$ cat src/rtl/keypad_pkg.sv
// Shared types and constants for the 4x4 keypad emulator: FSM states,
// key-code to matrix-position map and the bounce LFSR polynomial.
package keypad_pkg;

  typedef enum logic [1:0] {
    IDLE       = 2'd0,
    BOUNCE_IN  = 2'd1,
    HELD       = 2'd2,
    BOUNCE_OUT = 2'd3
  } state_e;

  // x^8+x^6+x^5+x^4+1 as a mask over lfsr[7:0] for a left-shifting register
  localparam logic [7:0] LFSR_TAPS = 8'hB8;

  // Indexed by key code 0..F.
  localparam logic [1:0] KEY_ROW [16] = '{
    2'd3, 2'd0, 2'd0, 2'd0, 2'd1, 2'd1, 2'd1, 2'd2,
    2'd2, 2'd2, 2'd0, 2'd1, 2'd2, 2'd3, 2'd3, 2'd3
  };
  localparam logic [1:0] KEY_COL [16] = '{
    2'd1, 2'd0, 2'd1, 2'd2, 2'd0, 2'd1, 2'd2, 2'd0,
    2'd1, 2'd2, 2'd3, 2'd3, 2'd3, 2'd3, 2'd0, 2'd2
  };

endpackage

$ cat src/rtl/bounce_lfsr.sv
// Free-running 8-bit Fibonacci LFSR used as the contact-bounce noise source.
// bit_next is the value lfsr[0] takes at the coming edge, so a registered
// consumer sees the current lfsr[0] in the same cycle.
import keypad_pkg::*;

module bounce_lfsr #(
  parameter logic [7:0] SEED = 8'hA5
) (
  input  logic int_osc,
  input  logic nrst,
  output logic bit_next
);

  logic [7:0] lfsr_q;
  logic       feedback;

  assign feedback = ^(lfsr_q & LFSR_TAPS);
  assign bit_next = feedback;

  // NOTE: sequential state uses non-blocking assignments so every register
  // samples pre-edge values regardless of block ordering.
  always_ff @(posedge int_osc or negedge nrst) begin
    if (!nrst) lfsr_q <= SEED;
    else       lfsr_q <= {lfsr_q[6:0], feedback};
  end

endmodule

$ cat src/rtl/keypad_emulator.sv
// 4x4 matrix keypad responder: accepts press/release requests, bounces the
// contact for BOUNCE_CYCLES cycles on each edge, and drives row contacts.
import keypad_pkg::*;

module keypad_emulator #(
  parameter int         BOUNCE_CYCLES = 40,
  parameter logic [7:0] LFSR_SEED     = 8'hA5
) (
  input  logic       int_osc,
  input  logic       nrst,
  input  logic [3:0] column_signals,
  output logic [3:0] row_d,
  input  logic       key_valid,
  input  logic [3:0] key_code,
  input  logic       key_press,
  output logic       key_ready,
  output logic       busy,
  output logic [3:0] held_key,
  output logic       err
);

  localparam logic [7:0] CNT_LOAD = 8'(BOUNCE_CYCLES - 1);

  state_e     state_q, state_d;
  logic [7:0] cnt_q;
  logic       contact_q;
  logic [3:0] held_q;
  logic       err_q;
  logic       lfsr_bit_next;
  logic       transfer;
  logic       bounce_done;
  logic       next_bouncing;

  bounce_lfsr #(.SEED(LFSR_SEED)) u_lfsr (
    .int_osc  (int_osc),
    .nrst     (nrst),
    .bit_next (lfsr_bit_next)
  );

  assign transfer      = key_valid & key_ready;
  assign bounce_done   = (cnt_q == 8'd0);
  assign next_bouncing = (state_d == BOUNCE_IN) || (state_d == BOUNCE_OUT);

  always_ff @(posedge int_osc or negedge nrst) begin
    if (!nrst) state_q <= IDLE;
    else       state_q <= state_d;
  end

  // NOTE: the default assignment up front keeps this block free of latches.
  always_comb begin
    state_d = state_q;
    unique case (state_q)
      IDLE:       if (transfer && key_press)  state_d = BOUNCE_IN;
      BOUNCE_IN:  if (bounce_done)            state_d = HELD;
      HELD:       if (transfer && !key_press) state_d = BOUNCE_OUT;
      BOUNCE_OUT: if (bounce_done)            state_d = IDLE;
      default:                                state_d = IDLE;
    endcase
  end

  always_comb begin
    key_ready = (state_q == IDLE) || (state_q == HELD);
    busy      = (state_q == BOUNCE_IN) || (state_q == BOUNCE_OUT);
  end

  always_ff @(posedge int_osc or negedge nrst) begin
    if (!nrst) begin
      cnt_q     <= 8'd0;
      contact_q <= 1'b0;
      held_q    <= 4'd0;
      err_q     <= 1'b0;
    end else begin
      // A press is only legal from IDLE, a release only from HELD.
      err_q     <= transfer && (key_press == (state_q == HELD));
      contact_q <= (state_d == HELD) || (next_bouncing && lfsr_bit_next);

      if (next_bouncing && !busy)       cnt_q <= CNT_LOAD;
      else if (busy && !bounce_done)    cnt_q <= cnt_q - 8'd1;

      if (state_q == IDLE && transfer && key_press)  held_q <= key_code;
      else if (state_q == BOUNCE_OUT && bounce_done) held_q <= 4'd0;
    end
  end

  assign held_key = held_q;
  assign err      = err_q;

  // Zero-latency path from columns to rows, like a real switch matrix.
  always_comb begin
    row_d = 4'b0000;
    for (int r = 0; r < 4; r++) begin
      row_d[r] = contact_q && (KEY_ROW[held_q] == 2'(r))
                 && column_signals[KEY_COL[held_q]];
    end
  end

endmodule

$ cat config.mk
export PLATFORM = sky130hd
export DESIGN_NAME = keypad_emulator
export DESIGN_NICKNAME = d
export VERILOG_FILES = /design/src/rtl/keypad_pkg.sv /design/src/rtl/bounce_lfsr.sv /design/src/rtl/keypad_emulator.sv
export SDC_FILE = /design/constraint.sdc
export NUM_CORES = 1
export LEC_CHECK = 0
export ABC_AREA = 0
export BUFFER_PORTS_ARGS = -buffer_cell sky130_fd_sc_hd__buf_2
export CAP_MARGIN = 20
export CORE_MARGIN = 2
export CORE_UTILIZATION = 45
export CTS_CLUSTER_SIZE = 24
export DETAILED_ROUTE_END_ITERATION = 8
export PLACE_DENSITY = 0.73
export SLEW_MARGIN = 5
export SYNTH_ARGS = -nofsm -noshare
export SYNTH_HDL_FRONTEND = slang
export SYNTH_SLANG_ARGS = --single-unit
$ cat constraint.sdc
create_clock -name int_osc -period 1.65 [get_ports int_osc]
set_input_delay 0.33 -clock int_osc [delete_from_list [all_inputs] [get_ports int_osc]]
set_output_delay 0.33 -clock int_osc [all_outputs]
set_load 0.02 [all_outputs]
==> impl_metrics.yaml <==
global_route:
  grt_pass1_vias: 1041
  antenna_found_initial: 0
  overflow: 0
  grt.total_usage_pct: 17.9
  grt_pass1_wl_mm: 4.40
  grt_max_degree: 25
layout:
  design_area_um2: 1610
  drive_gt1_share_pct: 37.8
  antenna_cells: 0
  final_core_util_pct: 59.9
  syn_to_final_growth_pct: 30.3
  fin_cells: 195
  fin_nets: 178
min_path:
  min_from: "key_code[3]"
  hold_depth: 3
  hold_class: "input port to register"
  hold-path-endpoint: "held_key[3]"
route:
  dr.pass1.iters: 4
  ant_nets: 0
  wire_per_inst_um: 13.3
  drtIter0Drc: 15
  viasPerCell: 5.33
  wl_mm: 2.60
  drc: 0
  vias: 1040
yosys:
  synth-compound-area-share_pct: 13.4
  synth_edf_count: 0
  synthesis.nets: 142
  synthMuxAreaShare_pct: 2.43
  synth_common_cells: "dfrtp_1, nand2_1, nor2_1, o21ai_0"
  ys_seq_area_share_pct: 49.0
  yosys_warnings: 0
  synthAdderAreaFrac_pct: 1.01
  synth-seq-cells: 24
  postSynth.asyncResetShare_pct: 100
  synth.top_cell.area_share_pct: 40.5
  post-synth-top-count-cell: "dfrtp_1"
  ys.flop_type: "dfrtp_1"
  postSynthCellCount: 129
  avgSynthCellArea_um2: 9.58
  yosys.area.top_type: "dfrtp_1"
  synth_xor_area_share_pct: 7.09
  synth_cell_types: 36
  synth_top_family_by_area: "simple AND/OR/NAND/NOR gates"
  syn_area_um2: 1240
  yosys.area_share.simple_pct: 23.4
  synth_area_leaders: "dfrtp_1, dfstp_2, nand2_1, xnor2_1, o21ai_0"
worst_setup_path:
  rr_startpoint: "cnt_q[3]"
  cp-start-kind: "register"
  path_class: "register to primary output"
  required_ps: 1320
  cp.arrival_ps: 1640
  end_kind: "primary output"
  cp_slowest_cell: "dfrtp_2"
  path_max_fanout: 6
  r2r_end: "contact_q"
  max_stage_delay_ps: 480
  ff2ff_path_depth: 4
  r2r_slack_ps: 50
  cp_cell_sequence: "buf_6 -> nor4bb_2 -> o21ai_1 -> o21ai_1 -> and2_4 -> buf_6"
sta:
  fin_crit_sh_pct: 119
  clock.fmax_mhz: 508
  worstMarginPinSlew_ps: 511
  fin_crit_ps: 1970
  rsz0062_at_grt: "true"
  tns_ps: -1160
  finalSetupViolCount: 4
  whs_ps: 219
  finalClockSkew_ps: 5.49
  relSlewSlack_pct: 65.9
  setup_ws_ps: -317
  hold_violations: 0
  slew_viol_final: 0
place:
  dpl-instance-area_um2: 1470
  portBuffers: 22
  place_hpwl_mm: 1.97
  placedCellCount: 189
  dp_slack_ps: -62.7
  place_congestion: 0.849
floorplan:
  fp.dieW_um: 56.4
  die-area_um2: 3180
  dieHeight_um: 56.4
  rows: 19
  initial_core_util_pct: 46.0
  ios: 23
  core-area_um2: 2690
power:
  peakVddDrop_mv: 1.25
  leakagePower_nw: 0.742
  power_density_nw_per_um2: 1210
  finalPower_mw: 1.95
cts:
  clkSlewWorstSetupHoldPaths_ps: 120
  clock_latency_ps: 310
  cts_tree: "done"
  h-tree-depth: 1
  cts_buffers: 3
  cts_sinks: 24
  root_buffer: "clkbuf_4"
  clk_path_buf_depth: 2
outcome:
  status: "complete, but fails checks"
  violations: "negative setup slack"
flow_run:
  maxCapViolations: 0
[cells in the final DEF, fill, tap and decap left out, types with 2 or more instances in the layout]
cell and count:
inv_1 5, o21ai_0 8, nand2b_1 4, mux2i_1 3, buf_6 5, nand3b_1 3, o21ai_1 2, o211ai_1 3
dfrtp_2 2, dfrtp_1 18, xnor2_1 5, nor4_1 2, and3_4 2, xor2_1 4, and3b_1 2, dfstp_2 4
nand2_1 17, nor2b_1 2, nor2_1 9, buf_2 18, a21oi_1 2, nand3_1 3, buf_4 14, clkbuf_4 3
[power breakdown]
| part | internal [mW] | switching [mW] |
|---|---|---|
| sequential | 0.716 | 0.133 |
| combinational | 0.382 | 0.415 |
| clock | 0.135 | 0.165 |
| total | 1.23 | 0.713 |
[cells by family (layout without fill, tap and decap cells)]
family | Yosys count | in the layout
simple gates | 55 | 55
compound gates | 24 | 24
flops | 24 | 24
buf+inv | 12 | 47
xor+xnor | 10 | 10
mux | 3 | 3
fa+ha+maj | 1 | 1
[state kept, by name, indices dropped and copies added (netlist names)]
signal         cells
cnt_q              8
contact_q          1
err                1
held_key           4
state_q            2
u_lfsr.lfsr_q      8
[worst max path at each step]
stage | to | cells after the start | start
floorplan | row_d[2] | 5 | held_key[2]
global placement | row_d[0] | 5 | held_key[2]
detailed placement | row_d[0] | 5 | held_key[2]
CTS | row_d[1] | 6 | held_key[1]
global route | row_d[1] | 6 | held_key[1]
finish | row_d[1] | 6 | held_key[1]
[critical path, delay by kind of cell, from the launching register on]
family / cells / cell delay [ps]
compound gates: 2 / 180
buf+inv: 2 / 240
flops: 1 / 480
simple gates: 2 / 420
[metal layers]
| metal | up-vias | routed length, um | global-route usage, % | part of all wire (%) |
|---|---|---|---|---|
| met2 | 24 | 1340 | 32.3 | 51 |
| li1 | 510 | - | - | - |
| met5 | - | 0 | 0 | 0 |
| met1 | 502 | 1120 | 20.7 | 43 |
| met3 | 4 | 90 | 1.61 | 3.5 |
| met4 | 0 | 55 | 10.2 | 2.1 |
[repair_timing]
item                                    CTS  global route
resized for setup                        16             7
setup buffers                             1             0
endpoints found under the hold margin    20             0
hold buffers                              1             0
pin swaps                                 3             4
endpoints found under the setup margin   12             7
[area by class of cell]
class                      instances  area, um2
fill                             229       1080
multi-input combinational         93        647
sequential                        24        608
timing repair buffer              38        262
tap                               31       38.8
clock buffer                       4       36.3
inverter                           5       18.8
No activity file was read; power rests on OpenSTA's default activity.
